`config.mk`:
```
export PLATFORM = sky130hd
export DESIGN_NAME = mult_unit_flat
export DESIGN_NICKNAME = d
export VERILOG_FILES = /design/src/rtl/mult_unit_if.sv /design/src/rtl/mult_unit.sv /design/src/flat_wrapper.sv
export SDC_FILE = /design/constraint.sdc
export NUM_CORES = 1
export LEC_CHECK = 0
export CORE_AREA = 2 2 181 317
export CTS_CLUSTER_DIAMETER = 80
export DETAILED_ROUTE_END_ITERATION = 7
export DIE_AREA = 0 0 183 319
export PLACE_DENSITY_LB_ADDON = 0.3
export SLEW_MARGIN = 20
export SYNTH_ARGS = -nofsm -noshare
export SYNTH_HDL_FRONTEND = slang
export SYNTH_SLANG_ARGS = --single-unit
export TNS_END_PERCENT = 50
```
`constraint.sdc`:
```
create_clock -name clk -period 3.7 [get_ports clk]
set_input_delay 0.37 -clock clk [delete_from_list [all_inputs] [get_ports clk]]
set_output_delay 0.37 -clock clk [all_outputs]
set_load 0.1 [all_outputs]
```
`src/rtl/mult_unit_if.sv`:
```
// Bus between the core and the sequential multiplier: launch request,
// operands, status and the HI/LO result, plus a debug view of the FSM.
interface mult_unit_if #(
    parameter int n = 32
);
    logic [2:0]   alucontrol;
    logic         start;
    logic [n-1:0] a;
    logic [n-1:0] b;
    logic         busy;
    logic         done;
    logic [n-1:0] hi;
    logic [n-1:0] lo;
    logic [1:0]   state;

    // Handshake: a request is accepted on a rising edge where start is high,
    // alucontrol is 3'b011 and busy is low; anything else is dropped, not
    // queued. done pulses for one cycle once hi/lo hold the new product.
    modport master (
        output alucontrol, start, a, b,
        input  busy, done, hi, lo, state
    );

    modport slave (
        input  alucontrol, start, a, b,
        output busy, done, hi, lo, state
    );
endinterface

```
`src/rtl/mult_unit.sv`:
```
// Sequential signed multiplier for the mult instruction: magnitudes are
// multiplied by a radix-2 shift-add loop over n cycles, then the sign is
// applied in one extra cycle and the result lands in HI/LO.
module mult_unit #(
    parameter int n = 32
) (
    input  logic          clk,
    input  logic          reset,
    mult_unit_if.slave    bus
);
    localparam int CW = $clog2(n) + 1;
    localparam logic [2:0] MULT_CODE = 3'b011;

    typedef enum logic [1:0] {
        IDLE = 2'd0,
        CALC = 2'd1,
        SIGN = 2'd2
    } state_t;

    state_t         state;
    logic [2*n-1:0] mcand;
    logic [n-1:0]   mplier;
    logic [2*n-1:0] acc;
    logic [CW-1:0]  cnt;
    logic           neg;
    logic           busy_r;
    logic           done_r;
    logic [n-1:0]   hi_r;
    logic [n-1:0]   lo_r;

    logic           launch;
    logic [n-1:0]   mag_a;
    logic [n-1:0]   mag_b;

    // Operand magnitudes as unsigned n-bit values; the most negative value
    // maps onto itself, which is exactly 2^(n-1) when read unsigned.
    always_comb begin
        launch = bus.start && (bus.alucontrol == MULT_CODE);
        mag_a  = bus.a[n-1] ? -bus.a : bus.a;
        mag_b  = bus.b[n-1] ? -bus.b : bus.b;
    end

    // Control FSM and datapath: capture, n shift-add steps, sign fix-up.
    always_ff @(posedge clk or negedge reset) begin
        if (!reset) begin
            state  <= IDLE;
            mcand  <= '0;
            mplier <= '0;
            acc    <= '0;
            cnt    <= '0;
            neg    <= 1'b0;
            busy_r <= 1'b0;
            done_r <= 1'b0;
            hi_r   <= '0;
            lo_r   <= '0;
        end else begin
            case (state)
                IDLE: begin
                    done_r <= 1'b0;
                    if (launch) begin
                        mcand  <= {{n{1'b0}}, mag_a};
                        mplier <= mag_b;
                        neg    <= bus.a[n-1] ^ bus.b[n-1];
                        acc    <= '0;
                        cnt    <= '0;
                        busy_r <= 1'b1;
                        state  <= CALC;
                    end
                end
                CALC: begin
                    if (mplier[0]) begin
                        acc <= acc + mcand;
                    end
                    mcand  <= mcand << 1;
                    mplier <= mplier >> 1;
                    cnt    <= cnt + 1'b1;
                    if (cnt == CW'(n - 1)) begin
                        state <= SIGN;
                    end
                end
                SIGN: begin
                    {hi_r, lo_r} <= neg ? -acc : acc;
                    done_r       <= 1'b1;
                    busy_r       <= 1'b0;
                    state        <= IDLE;
                end
                default: begin
                    state  <= IDLE;
                    busy_r <= 1'b0;
                    done_r <= 1'b0;
                end
            endcase
        end
    end

    assign bus.busy  = busy_r;
    assign bus.done  = done_r;
    assign bus.hi    = hi_r;
    assign bus.lo    = lo_r;
    assign bus.state = state;
endmodule
```
`src/flat_wrapper.sv`:
```
// flat-port wrapper written by rule: the top's interface ports become plain ports
module mult_unit_flat 
#(
    parameter int n = 32
)
  (clk, reset, bus_alucontrol, bus_start, bus_a, bus_b, bus_busy, bus_done, bus_hi, bus_lo, bus_state);
  mult_unit_if #(.n(n)) bus_i ();
  input  logic clk;
  input  logic reset;
  input wire logic [$bits(bus_i.alucontrol)-1:0] bus_alucontrol;
  input wire logic [$bits(bus_i.start)-1:0] bus_start;
  input wire logic [$bits(bus_i.a)-1:0] bus_a;
  input wire logic [$bits(bus_i.b)-1:0] bus_b;
  output wire logic [$bits(bus_i.busy)-1:0] bus_busy;
  output wire logic [$bits(bus_i.done)-1:0] bus_done;
  output wire logic [$bits(bus_i.hi)-1:0] bus_hi;
  output wire logic [$bits(bus_i.lo)-1:0] bus_lo;
  output wire logic [$bits(bus_i.state)-1:0] bus_state;
  assign bus_i.alucontrol = bus_alucontrol;
  assign bus_i.start = bus_start;
  assign bus_i.a = bus_a;
  assign bus_i.b = bus_b;
  assign bus_busy = bus_i.busy;
  assign bus_done = bus_i.done;
  assign bus_hi = bus_i.hi;
  assign bus_lo = bus_i.lo;
  assign bus_state = bus_i.state;
  mult_unit #(.n(n)) u_core (.clk(clk), .reset(reset), .bus(bus_i));
endmodule
```
==> flow_summary_export.csv, run 1 <==
group,metric,value,unit
clock_tree,cts_buffers,25,
routing,viasPerCell,5.07,
routing,wirelength,46500,um
logic_synthesis,netlist_area,14900,um^2
logic_synthesis,syn_nets,1887,
sta,hold_slack,0.397,ns
logic_synthesis,yosysSeqAreaShare,0.394,
setup_path,critPathKind,"reg2reg",
final_layout,final_nets,2046,
logic_synthesis,yosys-top-cells-area,"dfrtp_1 39%, o21ai_0 9.0%, xor2_1 7.9%",
final_layout,finalNonFillerCells,2628,
sta,clock.fmax,283,MHz
global_routing,first_global_vias,13400,
sta,worst_slack,0.164,ns
logic_synthesis,syn-instance-count,1749,
final_layout,final_area,18400,um^2
placed_design,io_buffers,137,
final_layout,final_layout_size_suffix_gt1_frac,0.0852,
logic_synthesis,yosys-top-cells-count,"300 x nand2_1, 268 x o21ai_0, 235 x dfrtp_1, 134 x xor2_1, 88 x clkbuf_1",
placed_design,place.gp.congestion,0.898,
clock_tree,cts_tree,"built",
floorplan,die_area,58400,um^2
sta,finalClockSkew,0.0308,ns
setup_path,crit_path_start_kind,"register",
clock_tree,cts.clk_slew.worst_paths,0.06,ns
logic_synthesis,synth_edf_count,0,
run_status,status,"finished, final reports clean",
worst_hold_path,worstHoldPathType,"in2async",
final_layout,antenna_cells,0,
job,maxCapViolCount,0,
sta,tns,0,ns
clock_tree,cts_num_sinks,235,
sta,relSlewSlack,0.292,
logic_synthesis,ys_ff_latch,235,
power_and_ir_drop,leakage,7.97,nW
placed_design,dpl_cell_area,17600,um^2
global_routing,grt_pass1_wl,74000,um
placed_design,dpl.cell_count,2581,
routing,wl_per_cell,17.7,um
final_layout,area_delta_synth_final,23.6,%
final_layout,nFillCells,5847,
logic_synthesis,synth_top_area_frac,0.394,
clock_tree,root_buffer,"clkbuf_16",
routing,antenna_left,0,
floorplan,fp.dieH,319,um
placed_design,post-place-ws,-0.0578,ns
sta,fin_crit,3.54,ns
logic_synthesis,synth_top_flop_cell,"dfrtp_1",
global_routing,grt_max_degree,99,
floorplan,num_rows,115,
global_routing,antenna_found_initial,0,
routing,drtIter0Drc,621,
sta,setup_viol,0,
clock_tree,clockBufferDepth,3,
sta,drv_slew,0,
setup_path,crit_required,4.08,ns
floorplan,io_pins,138,
floorplan,start_util,0.267,
setup_path,regToRegStartpoint,"u_core.acc[13]",
power_and_ir_drop,power_density,809,nW/um^2
floorplan,dieWidth,183,um
logic_synthesis,avgSynthCellArea,8.54,um^2
clock_tree,clk_latency,0.56,ns
global_routing,gr-usage-all-layers,0.158,
floorplan,core,55800,um^2
sta,worstMarginPinSlew,1.06,ns
logic_synthesis,yosysUniqueCellTypes,63,
routing,vias,13300,
setup_path,startpoint,"u_core.acc[13]",
placed_design,hpwl,36100,um
routing,drc,0,
logic_synthesis,yosys_warnings,0,
sta,hold_violations,0,
sta,timing.final.crit_share,0.956,
routing,drt_first_pass_iters,7,
clock_tree,htreeDepth,1,
setup_path,crit_fanout,5,
power_and_ir_drop,ir_worst_vdd,0.000410,V
setup_path,crit_path_end_kind,"register",
logic_synthesis,async_flop_share,1.00,
logic_synthesis,yosysTopAreaCell,"dfrtp_1",
setup_path,crit_arrival,3.92,ns
logic_synthesis,synth_most_common_cell,"nand2_1",
global_routing,gr-total-overflow,0,
## cells in the final DEF, fill, tap and decap left out, drive strengths merged, types with 44 or more instances in the layout
| master | netlist | routed |
|---|---|---|
| buf | 5 | 88 |
| nor2 | 72 | 72 |
| o21ai | 289 | 289 |
| ha | 67 | 67 |
| dfrtp | 235 | 235 |
| nand2 | 300 | 300 |
| a22oi | 56 | 56 |
| clkdlybuf4s50 | 0 | 136 |
| xnor2 | 44 | 44 |
| xor2 | 134 | 134 |
| a21oi | 80 | 80 |
## routing by layer
metal / part of all wire / vias to the layer above / global-route usage
met2: 0.52 / 268 / 0.295
li1: - / 6604 / -
met4: 0.037 / 0 / 0.0613
met3: 0.035 / 72 / 0.0180
met5: 0 / - / 0
met1: 0.41 / 6391 / 0.182
## path summary, 6_finish.rpt
kind / slack, ns / endpoint / cells past startpoint
max: 0.16 / u_core.bus.hi[23] / 11
max in group asynchronous: 2.36 / u_core.bus.hi[25] / 3
min in group clk: 0.47 / u_core.mcand[0] / 3
min: 0.40 / u_core.mcand[7] / 2
min reg2reg: 0.48 / u_core.bus.hi[7] / 2
max reg2reg: 0.16 / u_core.bus.hi[23] / 11
## area by class of cell
cell class / count / area, um^2 / share of cell area
clock buffers: 32 / 692 / 0.0375
well taps: 702 / 878 / 0.0476
repair buffers: 225 / 2080 / 0.113
clock inverters: 13 / 155 / 0.00841
flip-flops and latches: 235 / 5880 / 0.319
multi-input cells: 1401 / 8680 / 0.471
inverters: 20 / 75.1 / 0.00407
## cells by family (layout without fill, tap and decap cells)
group / Yosys count / in the layout / share of synthesized area
flops: 235 / 235 / 0.394
simple gates: 570 / 570 / 0.178
fa+ha+maj: 68 / 68 / 0.0575
compound gates: 580 / 580 / 0.235
mux: 5 / 5 / 0.00335
xor+xnor: 178 / 178 / 0.104
buf+inv: 113 / 290 / 0.0284
## critical path, cell delays in order (launching register included)
cell and delay [ns]:
dfrtp_1 0.37, or4_1 0.53, or2_4 0.27, or3_4 0.40
nor2_4 0.13, nand3_2 0.13, or3_4 0.39, or4_4 0.54
o21a_4 0.26, a21oi_2 0.12, xor2_1 0.15, o21ai_1 0.07
## sequential cells by signal (all words and copies together), names as in the netlist
register          count
u_core.mplier        32
u_core.cnt            6
u_core.bus.done       1
u_core.bus.lo        32
u_core.bus.state      2
u_core.acc           64
u_core.mcand         64
u_core.bus.busy       1
u_core.neg            1
u_core.bus.hi        32
## where the power goes
part / internal [mW] / switching, mW
clock network: 1.53 / 1.10
logic: 2.60 / 5.28
registers: 3.46 / 0.935
## repair_timing
| action | in CTS | in global routing |
|---|---|---|
| setup buffers | 0 | 1 |
| hold buffers | 1 | 0 |
| hold endpoints to repair | 88 | 0 |
| setup endpoints to repair | 0 | 4 |
| gates resized for setup | 0 | 4 |
## stage by stage
stage	total power, mW	utilization
floorplan	9.74	-
detailed placement	12.3	0.314
finish	14.9	0.330
global placement	12.2	0.314
global route	15.9	0.330
CTS	15.0	0.330
No activity file was read; power rests on OpenSTA's default activity.
==> inputs of run 2 (changes only) <==
Settings changed: SLEW_MARGIN 20 to 15.
==> results of run 2 <==
Same layout as run 1: the final DEF is identical, and so are final timing and power.
==> inputs of run 3 (changes only) <==
Settings changed: CTS_BUF_LIST set to sky130_fd_sc_hd__clkbuf_4, PLACE_DENSITY_LB_ADDON 0.3 to unset.
==> run 3 against run 2 <==
  * Maximum frequency down 1.2%
  * Setup slack worse by 0.042 ns
  * Die area unchanged
  * Non-clock buffer count down 9
  * Critical endpoint is now u_core.bus.hi[31]
  * Largest power group unchanged
  * Highest routed layer unchanged
==> flow_summary_export.csv, run 3 (synthesis results as in run 1) <==
group,metric,value,unit
run_status,status,"finished, final reports clean",
floorplan,num_rows,115,
global_routing,first_global_vias,13600,
final_layout,final-seq-area,5880,um^2
setup_path,crit_family,"simple AND/OR/NAND/NOR gates",
power_and_ir_drop,netSwitchingFraction,0.504,
final_layout,final_area,18400,um^2
sta,clock.fmax,279,MHz
setup_path,crit_chain,"or4_1, or2_4, or3_4, nor2_4, nand3_2, or3_4, or4_4, o21a_4, a21oi_2, xnor2_1, o21ai_1",
setup_path,crit_fanout,5,
placed_design,hpwl,35400,um
power_and_ir_drop,leakage,7.99,nW
sta,setup_viol,0,
routing,drt_first_pass_iters,7,
routing,drtIter0Drc,727,
setup_path,crit_path_end_kind,"register",
power_and_ir_drop,clockPowerShare,0.163,
floorplan,start_util,0.267,
global_routing,gr-usage-all-layers,0.156,
power_and_ir_drop,power_density,797,nW/um^2
setup_path,cp_slowest_stage_delay,0.54,ns
final_layout,final_nets,2070,
clock_tree,clockBufferDepth,3,
placed_design,place.gp.congestion,0.925,
routing,drc,0,
sta,relSlewSlack,0.281,
floorplan,fp.dieH,319,um
floorplan,dieWidth,183,um
sta,timing.final.crit_share,0.967,
global_routing,antenna_found_initial,1,
job,maxCapViolCount,0,
power_and_ir_drop,ir_worst_vdd,0.000468,V
routing,wl_per_cell,17.2,um
sta,finalClockSkew,0.0812,ns
sta,drv_slew,0,
clock_tree,cts_buffers,58,
sta,rsz0062_at_grt,"yes",
setup_path,cp_common_cell,"or3_4",
setup_path,crit_required,4.26,ns
clock_tree,cts.clk_slew.worst_paths,0.07,ns
sta,hold_violations,0,
floorplan,die_area,58400,um^2
setup_path,cp.buffers_inverters,0,
clock_tree,cts_num_sinks,235,
placed_design,dpl.cell_count,2570,
final_layout,nFillCells,5875,
setup_path,crit_arrival,4.13,ns
floorplan,core,55800,um^2
setup_path,critPathKind,"reg2reg",
clock_tree,htreeDepth,2,
power_and_ir_drop,seq_power_share,0.301,
setup_path,reg2reg_setup_slack,0.12,ns
placed_design,io_buffers,137,
worst_hold_path,worstHoldPathType,"in2async",
routing,viasPerCell,5.09,
final_layout,final_cell_mix,"299 x nand2_1, 268 x o21ai_0, 234 x dfrtp_1",
final_layout,multi_input_area,8710,um^2
routing,vias,13600,
global_routing,gr-total-overflow,0,
placed_design,dpl_cell_area,17500,um^2
power_and_ir_drop,p_int,7.27,mW
setup_path,crit_path_start_kind,"register",
final_layout,top_regs,"u_core.acc: 64 flops, u_core.mcand: 64 flops",
final_layout,final_layout_size_suffix_gt1_frac,0.108,
sta,worst_slack,0.122,ns
placed_design,post-place-ws,-0.126,ns
routing,antenna_left,0,
clock_tree,clk_latency,0.78,ns
clock_tree,cts_tree,"built",
final_layout,utilization,0.329,
sta,worstMarginPinSlew,1.08,ns
power_and_ir_drop,comb_power_share,0.536,
floorplan,io_pins,138,
final_layout,area_delta_synth_final,23.1,%
sta,fin_crit,3.58,ns
setup_path,crit_slowest_cell,"or4_1",
final_layout,finalNonFillerCells,2682,
routing,wirelength,46200,um
clock_tree,root_buffer,"clkbuf_4",
global_routing,grt_max_degree,105,
power_and_ir_drop,switching_power,7.38,mW
final_layout,final_common_cell,"nand2_1",
global_routing,grt_pass1_wl,73100,um
==> run 3: cell count changes in the layout (fill, tap and decap cells not counted), sizes merged <==
cell      previous run  this run
clkinv               8        22
buf                 88        79
inv                 22        20
diode                0         1
clkbuf              32        81
clkinvlp             0         1
==> run 3: what timing repair did <==
item,4_1_cts,5_1_grt
pin swaps,0,5
setup endpoints to repair,2,11
setup buffers,0,3
gates cloned,0,0
resized for setup,3,7
hold buffers,1,0
hold endpoints to repair,196,0
==> run 3: metrics by stage <==
| stage | power, mW | TNS (ns) | hold slack (ns) |
|---|---|---|---|
| final | 14.6 | 0 | 0.0590 |
| after global routing | 15.6 | -0.00685 | 0.0679 |
| after CTS | 14.7 | 0 | 0.0219 |
| after detailed placement | 12.3 | -0.188 | 0.279 |
| after global placement | 12.1 | -0.145 | 0.273 |
| after floorplan | 9.74 | 0 | 0.0744 |
==> run 3: worst paths after layout <==
check	from	end	depth (start not counted)
max	u_core.acc[13]	u_core.bus.hi[31]	11
min	reset	u_core.acc[0]	2
max reg2reg	u_core.acc[13]	u_core.bus.hi[31]	11
min reg2reg	u_core.bus.lo[7]	u_core.bus.lo[7]	2
max in group asynchronous	reset	u_core.acc[56]	3
min in group clk	bus_a[0]	u_core.mcand[0]	3
==> run 3: power by group through the flow <==
stage / logic, mW / registers (mW) / clock network [mW]
after floorplan: 3.73 / 6.01 / 0
after global placement: 7.71 / 4.40 / 0
after detailed placement: 7.81 / 4.45 / 0
after CTS: 7.84 / 4.40 / 2.47
after global routing: 8.53 / 4.52 / 2.59
final: 7.86 / 4.41 / 2.38
==> run 3: cell type report <==
cell class	instances	share of cell area
diodes	1	0.000136
clock buffers	81	0.0331
clock inverters	26	0.0103
inverters	20	0.00408
multi-input cells	1401	0.474
flip-flops and latches	235	0.320
well taps	702	0.0478
repair buffers	216	0.111
==> run 3: layer usage <==
layer	routed length (um)	GRT usage
met1	18600	0.176
met4	2220	0.0773
met2	23300	0.283
met3	2040	0.0256
met5	0	0
